`src/rtl/core_config_pkg.sv`:
```
`default_nettype none
// +----------------------------------------------------------------------------+
// | core_config_pkg : shared core widths, ALU command set and alu1 FSM types   |
// | Revision 1.0                                                               |
// +----------------------------------------------------------------------------+
package core_config_pkg;

    localparam int XLEN            = 32;
    localparam int REG_ADDR_W      = 5;
    localparam int ALU1_SHIFT_STEP = 4;

    // Encodings 10..15 are unused and are reported as unsupported by alu1.
    typedef enum logic [3:0] {
        c_ADD  = 4'd0,
        c_SUB  = 4'd1,
        c_AND  = 4'd2,
        c_OR   = 4'd3,
        c_XOR  = 4'd4,
        c_SLT  = 4'd5,
        c_SLTU = 4'd6,
        c_SLL  = 4'd7,
        c_SRL  = 4'd8,
        c_SRA  = 4'd9
    } alu_commands_t;

    typedef enum logic [1:0] {
        IDLE  = 2'd0,
        SHIFT = 2'd1,
        DONE  = 2'd2
    } alu1_state_t;

    typedef enum logic [1:0] {
        SH_SLL = 2'd0,
        SH_SRL = 2'd1,
        SH_SRA = 2'd2
    } alu1_shmode_t;

    function automatic logic alu1_is_shift(input alu_commands_t c);
        return (c == c_SLL) || (c == c_SRL) || (c == c_SRA);
    endfunction

    function automatic logic alu1_is_supported(input alu_commands_t c);
        return (c <= c_SRA);
    endfunction

endpackage
`default_nettype wire

```
`src/rtl/alu1_shifter.sv`:
```
`default_nettype none
// +----------------------------------------------------------------------------+
// | alu1_shifter : one combinational barrel step of 0..SHIFT_STEP bit positions|
// | Revision 1.0                                                               |
// +----------------------------------------------------------------------------+
module alu1_shifter
    import core_config_pkg::*;
#(
    parameter int XLEN       = 32,
    parameter int SHIFT_STEP = 4
) (
    input  logic [XLEN-1:0]               i_work,
    input  logic [$clog2(SHIFT_STEP):0]   i_dist,
    input  alu1_shmode_t                  i_mode,
    input  logic                          i_sign,
    output logic [XLEN-1:0]               o_work
);

    logic [2*XLEN-1:0] w_ext;

    always_comb begin
        // Right shifts pull the fill from the upper half, so SRA keeps the sign.
        w_ext = {{XLEN{i_sign & (i_mode == SH_SRA)}}, i_work} >> i_dist;
        case (i_mode)
            SH_SLL:  o_work = i_work << i_dist;
            default: o_work = w_ext[XLEN-1:0];
        endcase
    end

endmodule
`default_nettype wire

```
`src/rtl/alu1.sv`:
```
`default_nettype none
// +----------------------------------------------------------------------------+
// | alu1 : integer ALU with compare and iterative shifter, held-result output  |
// | Revision 1.0                                                               |
// +----------------------------------------------------------------------------+
module alu1
    import core_config_pkg::*;
#(
    parameter int XLEN       = core_config_pkg::XLEN,
    parameter int SHIFT_STEP = core_config_pkg::ALU1_SHIFT_STEP,
    parameter int REG_ADDR_W = core_config_pkg::REG_ADDR_W
) (
    input  logic                  clk,
    input  logic                  rst,
    input  logic                  issue,
    input  alu_commands_t         cmd,
    input  logic [XLEN-1:0]       arg0,
    input  logic [XLEN-1:0]       arg1,
    input  logic [REG_ADDR_W-1:0] i_rd,
    output logic                  busy,
    output logic                  i_error,
    output logic [XLEN-1:0]       res,
    output logic [REG_ADDR_W-1:0] o_rd,
    output logic                  valid,
    output logic                  o_error,
    input  logic                  clear,
    input  logic                  flush
);

    localparam int RW = $clog2(XLEN);
    localparam int DW = $clog2(SHIFT_STEP) + 1;

    alu1_state_t           r_state;
    alu1_state_t           w_state_nxt;
    logic [XLEN-1:0]       r_res;
    logic [XLEN-1:0]       r_work;
    logic [RW-1:0]         r_rem;
    logic [REG_ADDR_W-1:0] r_o_rd;
    logic                  r_valid;
    logic                  r_o_error;
    logic                  r_i_error;
    logic                  r_sign;
    alu1_shmode_t          r_mode;
    alu1_shmode_t          w_mode_in;

    logic [XLEN:0]         w_sum;
    logic [XLEN:0]         w_diff;
    logic                  w_lt_s;
    logic [XLEN-1:0]       w_alu_res;
    logic                  w_alu_flag;
    logic [RW-1:0]         w_shamt;
    logic [DW-1:0]         w_dist;
    logic [RW-1:0]         w_rem_nxt;
    logic [XLEN-1:0]       w_shifted;
    logic                  w_accept;

    assign w_sum    = {1'b0, arg0} + {1'b0, arg1};
    assign w_diff   = {1'b0, arg0} - {1'b0, arg1};
    assign w_lt_s   = (arg0[XLEN-1] ^ arg1[XLEN-1]) ? arg0[XLEN-1] : w_diff[XLEN-1];
    assign w_shamt  = arg1[RW-1:0];
    assign w_accept = (r_state == IDLE) && issue && !flush && alu1_is_supported(cmd);

    // Bit XLEN of the subtraction is the borrow, which is also the unsigned lt.
    always_comb begin
        w_alu_res  = '0;
        w_alu_flag = 1'b0;
        case (cmd)
            c_ADD:   begin w_alu_res = w_sum[XLEN-1:0];  w_alu_flag = w_sum[XLEN];  end
            c_SUB:   begin w_alu_res = w_diff[XLEN-1:0]; w_alu_flag = w_diff[XLEN]; end
            c_AND:   w_alu_res = arg0 & arg1;
            c_OR:    w_alu_res = arg0 | arg1;
            c_XOR:   w_alu_res = arg0 ^ arg1;
            c_SLT:   w_alu_res = {{(XLEN-1){1'b0}}, w_lt_s};
            c_SLTU:  w_alu_res = {{(XLEN-1){1'b0}}, w_diff[XLEN]};
            default: w_alu_res = '0;
        endcase
    end

    always_comb begin
        case (cmd)
            c_SRL:   w_mode_in = SH_SRL;
            c_SRA:   w_mode_in = SH_SRA;
            default: w_mode_in = SH_SLL;
        endcase
    end

    assign w_dist    = (int'(r_rem) >= SHIFT_STEP) ? DW'(SHIFT_STEP) : DW'(r_rem);
    assign w_rem_nxt = r_rem - RW'(w_dist);

    alu1_shifter #(
        .XLEN       (XLEN),
        .SHIFT_STEP (SHIFT_STEP)
    ) u_shifter (
        .i_work (r_work),
        .i_dist (w_dist),
        .i_mode (r_mode),
        .i_sign (r_sign),
        .o_work (w_shifted)
    );

    always_comb begin
        w_state_nxt = r_state;
        case (r_state)
            IDLE: begin
                if (w_accept) begin
                    if (alu1_is_shift(cmd) && (w_shamt != '0)) w_state_nxt = SHIFT;
                    else                                       w_state_nxt = DONE;
                end
            end
            SHIFT:   if (w_rem_nxt == '0) w_state_nxt = DONE;
            DONE:    if (clear) w_state_nxt = IDLE;
            default: w_state_nxt = IDLE;
        endcase
        if (flush) w_state_nxt = IDLE;
    end

    always_ff @(posedge clk or posedge rst) begin
        if (rst) begin
            r_state   <= IDLE;
            r_res     <= '0;
            r_work    <= '0;
            r_rem     <= '0;
            r_o_rd    <= '0;
            r_valid   <= 1'b0;
            r_o_error <= 1'b0;
            r_i_error <= 1'b0;
            r_sign    <= 1'b0;
            r_mode    <= SH_SLL;
        end else begin
            r_state   <= w_state_nxt;
            r_valid   <= (w_state_nxt == DONE);
            r_i_error <= (r_state == IDLE) && issue && !flush && !alu1_is_supported(cmd);
            // Every return to IDLE leaves the result port at its reset values.
            if (w_state_nxt == IDLE) begin
                r_res     <= '0;
                r_o_rd    <= '0;
                r_o_error <= 1'b0;
            end else if (r_state == IDLE) begin
                r_o_rd <= i_rd;
                if (alu1_is_shift(cmd)) begin
                    r_work    <= arg0;
                    r_rem     <= w_shamt;
                    r_mode    <= w_mode_in;
                    r_sign    <= arg0[XLEN-1];
                    r_o_error <= 1'b0;
                    if (w_shamt == '0) r_res <= arg0;
                end else begin
                    r_res     <= w_alu_res;
                    r_o_error <= w_alu_flag;
                end
            end else if (r_state == SHIFT) begin
                r_work <= w_shifted;
                r_rem  <= w_rem_nxt;
                if (w_rem_nxt == '0) r_res <= w_shifted;
            end
        end
    end

    assign busy    = (r_state != IDLE);
    assign valid   = r_valid;
    assign res     = r_res;
    assign o_rd    = r_o_rd;
    assign o_error = r_o_error;
    assign i_error = r_i_error;

endmodule
`default_nettype wire

```
`config.mk`:
```
export PLATFORM = sky130hd
export DESIGN_NAME = alu1
export DESIGN_NICKNAME = d
export VERILOG_FILES = /design/src/rtl/core_config_pkg.sv /design/src/rtl/alu1_shifter.sv /design/src/rtl/alu1.sv
export SDC_FILE = /design/constraint.sdc
export NUM_CORES = 1
export LEC_CHECK = 0
export ABC_AREA = 0
export CAP_MARGIN = 25
export CORE_ASPECT_RATIO = 0.7
export CORE_UTILIZATION = 25
export DETAILED_ROUTE_END_ITERATION = 7
export HOLD_SLACK_MARGIN = 0.05
export PLACE_DENSITY_LB_ADDON = 0.1
export SKIP_LAST_GASP = 1
export SLEW_MARGIN = 5
export SYNTH_ARGS = -nofsm -noshare
export SYNTH_HDL_FRONTEND = slang
export SYNTH_SLANG_ARGS = --single-unit
```
`constraint.sdc`:
```
create_clock -name clk -period 3.2 [get_ports clk]
set_clock_uncertainty 0.05 [all_clocks]
set_input_delay 0.48 -clock clk [delete_from_list [all_inputs] [get_ports clk]]
set_output_delay 0.48 -clock clk [all_outputs]
set_load 0.005 [all_outputs]
```
==> impl_metrics.env <==
export IMPL_clk_pin_slew_ns=0.06
export IMPL_crit_chain="clkdlybuf4s15_1, inv_1, buf_4, ha_1, inv_1, o21a_1, o311a_1, nand3_4, o2bb2ai_4, a221oi_4, o31ai_4, a21oi_2, o21bai_2, fa_2, a21oi_2, nor2_1, a21oi_1, o2111ai_1, a211oi_1, o31ai_1"
export IMPL_root_buffer="clkbuf_16"
export IMPL_synth_distinct_cells=88
export IMPL_cts_buffers=9
export IMPL_fp_dieW_microns=252.0
export IMPL_h_tree_depth=3
export IMPL_synthesis_instances=1494
export IMPL_synth_area_sq_mm=0.01094
export IMPL_dp_final_hpwl_microns=41250
export IMPL_pwr_share_comb=0.623
export IMPL_fin_util=0.3886
export IMPL_seq_area_frac_synth=0.1876
export IMPL_nets=2042
export IMPL_io_pins=119
export IMPL_critical_path_class="input port to register"
export IMPL_synth_flop_cell="dfrtp_1"
export IMPL_worst_pin_slew_ns=0.5963
export IMPL_grt_setup_unrepaired="true"
export IMPL_period_share=1.137
export IMPL_worst_ep_required_time_ns=3.38
export IMPL_avgSynthCellArea_sq_um=7.321
export IMPL_vdd_drop_max_mv=0.2790
export IMPL_worstSetupEndpointType="register"
export IMPL_grt_pass1_vias=12630
export IMPL_tns_ns=-0.8912
export IMPL_finalSetupViolations=3
export IMPL_drt_total_wl_microns=53390
export IMPL_start_util=0.2560
export IMPL_finalHoldViolations=0
export IMPL_synth_edf_count=0
export IMPL_synth_area_leaders="dfrtp_1, ha_1, a21oi_1, nand2_1, nor2_1"
export IMPL_rows=63
export IMPL_power_per_cell_area_mw_per_mm2=419.4
export IMPL_min_period_ns=3.639
export IMPL_drv_cap=0
export IMPL_sw_frac_of_total=0.4675
export IMPL_grt_max_degree=60
export IMPL_grt_pass1_wl_microns=79670
export IMPL_slew_viol_final=0
export IMPL_clock_sinks=82
export IMPL_path_buf_inv=4
export IMPL_drc=0
export IMPL_track_usage=0.2354
export IMPL_path_delay_family="compound AO/OA/AOI/OAI gates"
export IMPL_p_int_mw=3.708
export IMPL_hold_class="input port to asynchronous set/reset pin"
export IMPL_die_h_microns=177.0
export IMPL_core_area_sq_mm=0.04272
export IMPL_fp_dieArea_sq_mm=0.04461
export IMPL_ant_nets=0
export IMPL_critPathArrivalTime_ns=3.82
export IMPL_worst_skew_pair_late_latency_ns=0.36
export IMPL_status="finished, violations left"
export IMPL_clockBufferDepth=2
export IMPL_synth_nets=1672
export IMPL_firstDrtPassIters=5
export IMPL_placed_cell_area_sq_mm=0.01510
export IMPL_routed_via_density=5.357
export IMPL_critPathMaxStageDelay_ns=0.43
export IMPL_async_flop_share=1.000
export IMPL_max_slew_margin=0.5974
export IMPL_power_mw=6.964
export IMPL_synth_top_cells_by_count="a21oi_1, nand2_1, nor2_1"
export IMPL_detail_route_wl_per_cell_microns=21.76
export IMPL_cts_tree="built"
export IMPL_final_layout_size_suffix_gt1_frac=0.3221
export IMPL_start_kind="input port"
export IMPL_vias=13150
export IMPL_violations="negative setup slack"
export IMPL_drt_iter0_markers=1228
export IMPL_path_max_fanout=2
export IMPL_fmax_ghz=0.2748
export IMPL_yosysMostFrequentCell="a21oi_1"
export IMPL_antenna_found_initial=0
export IMPL_p_switching_mw=3.256
export IMPL_setup_ws_ns=-0.4391
export IMPL_slowest_stage="fa_2"
export IMPL_diodes=0
export IMPL_yosysTopAreaCell="dfrtp_1"
export IMPL_fin_area_sq_mm=0.01660
export IMPL_synth_top_area_share=0.1876
export IMPL_leakage_nw=7.112
export IMPL_io_buffers=118
export IMPL_syn_to_final_growth_pct=51.80
export IMPL_synth_seq_cells=82
export IMPL_gp_congestion=0.9058
export IMPL_clockPowerShare=0.148
export IMPL_grt_ovfl_total=0
export IMPL_synth_yosys_warnings=0
export IMPL_p_seq_frac=0.229
-- flip-flops by register name (all words and copies together) (netlist names) --
| name | cells |
|---|---|
| i_error | 1 |
| o_error | 1 |
| o_rd | 5 |
| r_mode | 2 |
| r_rem | 5 |
| r_sign | 1 |
| r_state | 2 |
| r_work | 32 |
| res | 32 |
| valid | 1 |
-- layout by cell type (no fill, tap or decap), drive strengths merged, types with 27 or more instances in the layout --
master and n:
dfrtp 82, ha 97, a21oi 186, a211oi 43
nor2 132, o21ai 111, clkdlybuf4s50 66, a221oi 31
nor3 27, nand2 166, mux2i 39, inv 102
buf 370
-- through the flow --
step / hold WS (ns) / worst slack (ns) / cells
after floorplan: 0.3985 / -0.3638 / 1494
after global placement: 0.4284 / -1.428 / 2407
after detailed placement: 0.4253 / -1.540 / 2407
after CTS: 0.4022 / -0.5683 / 2443
after global routing: 0.4266 / -0.5732 / 2454
final: 0.4051 / -0.4391 / 2454
-- power by group through the flow --
stage               registers (mW)  clock network (mW)  logic [mW]
finish                        1.60                1.03        4.34
global route                  1.62                1.09        4.70
CTS                           1.58                1.06        4.19
detailed placement            1.60                   0        4.01
global placement              1.60                   0        4.01
floorplan                     1.40                   0        2.55
-- cell families after synthesis --
group           after synthesis  share of synthesized area
other cells                   1                  0.0003428
compound gates              558                     0.3323
buf+inv                     225                    0.08224
simple gates                438                     0.1810
mux                          61                    0.07687
flops                        82                     0.1876
fa+ha+maj                   100                     0.1164
xor+xnor                     29                    0.02322
-- final cells by class --
cell class	count	area, sq um
clock inverter	4	27.53
sequential	82	2053
timing repair buffer	481	4048
tap	585	732.0
fill	4497	26120
inverter	103	392.9
clock buffer	12	246.5
multi-input combinational	1187	9104
-- worst paths after layout --
check                         start         end  slack (ns)  cells past startpoint
setup reg to reg           r_rem[4]     res[14]        0.14                     13
max in group asynchronous       rst    r_rem[2]        1.98                      3
hold / removal                  rst  r_work[28]        0.41                      2
min in group clk             res[4]      res[4]        0.45                      2
setup / recovery           arg1[14]     res[31]       -0.44                     20
hold reg to reg              res[4]      res[4]        0.45                      2
-- timing repair --
action,4_1_cts,5_1_grt
setup buffers,22,12
gates resized for setup,228,104
gates cloned,0,1
pin swaps,64,68
hold buffers,0,0
setup endpoints to repair,25,18
hold endpoints to repair,0,0
-- per-layer routing --
metal  wire (microns)  GRT usage  part of all wire
met1            26300     0.3491              0.49
met2            23540     0.3650              0.44
met3             2730    0.02824             0.051
met4              819    0.04293             0.015
met5                0          0                 0
Power figures use the tool's default switching activity.
==> patch, RTL diff (config.mk and constraints unchanged) <==
The 3 values of `alu1_shmode_t` get a one-hot encoding in 3 bits.
--- a/src/rtl/core_config_pkg.sv
+++ b/src/rtl/core_config_pkg.sv
@@ -29,10 +29,10 @@
         DONE  = 2'd2
     } alu1_state_t;
 
-    typedef enum logic [1:0] {
-        SH_SLL = 2'd0,
-        SH_SRL = 2'd1,
-        SH_SRA = 2'd2
+    typedef enum logic [2:0] {
+        SH_SLL = 3'b001,
+        SH_SRL = 3'b010,
+        SH_SRA = 3'b100
     } alu1_shmode_t;
 
     function automatic logic alu1_is_shift(input alu_commands_t c);
Behaviour: same outputs for any inputs over 4 cycles, from zero or initial values and one cycle with rst high; so few cycles prove little.
==> patch against the original RTL <==
The run still ends with setup timing left; wire length rose by 4.3%; setup slack lost 200 ps; final area grew 2.8%; count of clock-buffer cells in the layout fell by 3; critical path type unchanged; total power up 8.5%; maximum frequency down 5.1%; sequential cell count rose by 1; synthesized area rose by 1.9%.
==> patch: results (changes against the original RTL) <==
cells_and_area:
  insertedDiodeCount: 0  # unchanged
  n_fill_cell: 4622  # was 4497
  drive_above_1_share: 0.3288  # was 0.3221
  nets: 2165  # was 2042
logic_synthesis:
  synthArstFlopShare: 1.000  # unchanged
  synth-seq-area-share: 0.1864  # was 0.1876
  yosys-top-cells-area: "dfrtp_1, ha_1, a21oi_1"  # unchanged
  synth_ff_type: "dfrtp_1"  # unchanged
  yosysUniqueCellTypes: 84  # was 88
  syn_nets: 1761  # was 1672
  yosys_warnings: 0  # unchanged
  synth_top_cells_by_count: "nand2_1, a21oi_1, nor2_1"  # was a21oi_1, nand2_1, nor2_1
  synth_cells: 1583  # was 1494
critical_path:
  r2r_slack_ps: 100  # was 140 ps
  crit_path_top_delay_cell: "or4_4"  # was fa_2
  cpLargestDelayFamily: "compound AO/OA/AOI/OAI gates"  # unchanged
  worstPathArrival_ps: 4050  # was 3820 ps
  r2r_cells: 11  # was 13
  max_stage_delay_ps: 490  # was 430 ps
  critical_path.max_fanout: 2  # unchanged
placed_design:
  port_buffers: 118  # unchanged
  place_congestion: 0.9489  # was 0.9058
  dp_hpwl_mm: 43.79  # was 41.25 mm
  dp_cells: 2533  # was 2407
power_and_ir_drop:
  vdd_ir_drop_max_v: 0.0002528  # was 0.0002790 V
  power.leakage_nw: 7.423  # was 7.112 nW
cts:
  clk_path_buf_depth: 2  # unchanged
  cts_buffers: 9  # unchanged
  cts-htree-levels: 3  # unchanged
  cts-root-buf: "clkbuf_16"  # unchanged
  clk_latency_ps: 370
  clk_pin_slew_ps: 70
grt:
  grt_max_degree: 84  # was 60
  grt_first_pass_wirelength_mm: 84.38  # was 79.67 mm
  antenna_found_initial: 0  # unchanged
  grt_usage: 0.2461  # was 0.2354
  grt_pass1_vias: 13520  # was 12630
outcome:
  status: "finished with violations"  # unchanged
  violations: "setup timing"  # unchanged
worst_hold_path:
  whs_path_depth: 2
  hold_path_class: "reg -> reg"  # was in -> async
route:
  drtIter0Drc: 1205  # was 1228
  first_pass_iters: 6  # was 5
  num_vias: 13820  # was 13150
  detail_route.wl_per_cell_um: 21.53  # was 21.76 um
  viasPerCell: 5.344  # was 5.357
timing:
  slew_headroom: 0.4936  # was 0.5974
  hold_slack_ps: 432.8  # was 405.1 ps
  setup_ws_ps: -635.1  # was -439.1 ps
  setup_viol: 2  # was 3
## patch: changes by cell type after synthesis, moves of 8 or more
cell / delta
a211oi_1: -8
a221oi_1: -11
a311oi_1: +17
and3_1: -9
buf_2: -14
clkbuf_1: +18
mux2i_1: -19
mux4_2: -11
nand2_1: +54
nand3_1: +11
nor2b_1: +9
o21ai_0: +39
o21ai_1: -24
## patch: metal layers
metal | routed length (um) | vias up | part of all wire | track usage
met4 | 1230 | 0 | 0.022 | 0.06275
li1 | - | 6558 | - | -
met3 | 3514 | 46 | 0.063 | 0.03455
met1 | 27200 | 6700 | 0.49 | 0.3604
met2 | 23730 | 516 | 0.43 | 0.3740
met5 | 0 | - | 0 | 0
## patch: path summary, 6_finish.rpt
kind                       startpoint        to
setup / recovery              arg0[1]    res[0]
hold / removal                 r_sign    r_sign
setup reg to reg             r_rem[4]   res[28]
hold reg to reg                r_sign    r_sign
max in group asynchronous         rst   res[25]
min in group asynchronous         rst  r_rem[2]
## patch: tightest hold or removal path, stage by stage (launching register included)
cell and delay [ps]:
dfrtp_1 340, nand2_1 40, o21ai_0 60
## patch: metrics by stage
stage	TNS [ps]	area, um2	setup slack, ps	total power, mW	util
floorplan	-673.2	11320	-390.4	4.202	-
global placement	-19990	15630	-1413	6.047	0.3568
global route	-1178	17060	-748.0	8.080	0.3896
finish	-952.8	17060	-635.1	7.559	0.3896
CTS	-2402	16880	-769.4	7.443	0.3853
detailed placement	-19860	15630	-1528	6.049	0.3568
## patch: final cells by class
cell class,count,area [um2],share of cell area
multi-input cells,1273,9203,0.5393
clock inverters,7,82.58,0.004839
clock buffers,9,225.2,0.01320
well taps,594,743.2,0.04355
repair buffers,521,4337,0.2541
inverters,99,394.1,0.02310
flip-flops and latches,83,2079,0.1219
## patch: repair_timing
item / 4_1_cts / 5_1_grt
endpoints found under the hold margin: 0 / 0
endpoints found under the setup margin: 26 / 30
buffers inserted: 38 / 9
pin swaps: 69 / 50
resized for setup: 249 / 99
## patch: kinds of logic after synthesis
group / synth area share
AOI/OAI and AO/OA: 0.3535
and+or+nand+nor: 0.2091
buffers and inverters: 0.08037
adders and majority gates: 0.1143
DFF: 0.1864
muxes: 0.03715
xor gates and xnor gates: 0.01886
other: 0.0003364
## patch: power breakdown
group | internal, mW | switching [mW] | leakage [nW] | total, mW
Clock | 0.620 | 0.538 | 0.145 | 1.16
Sequential | 1.25 | 0.425 | 1.09 | 1.68
Combinational | 2.05 | 2.67 | 6.19 | 4.72
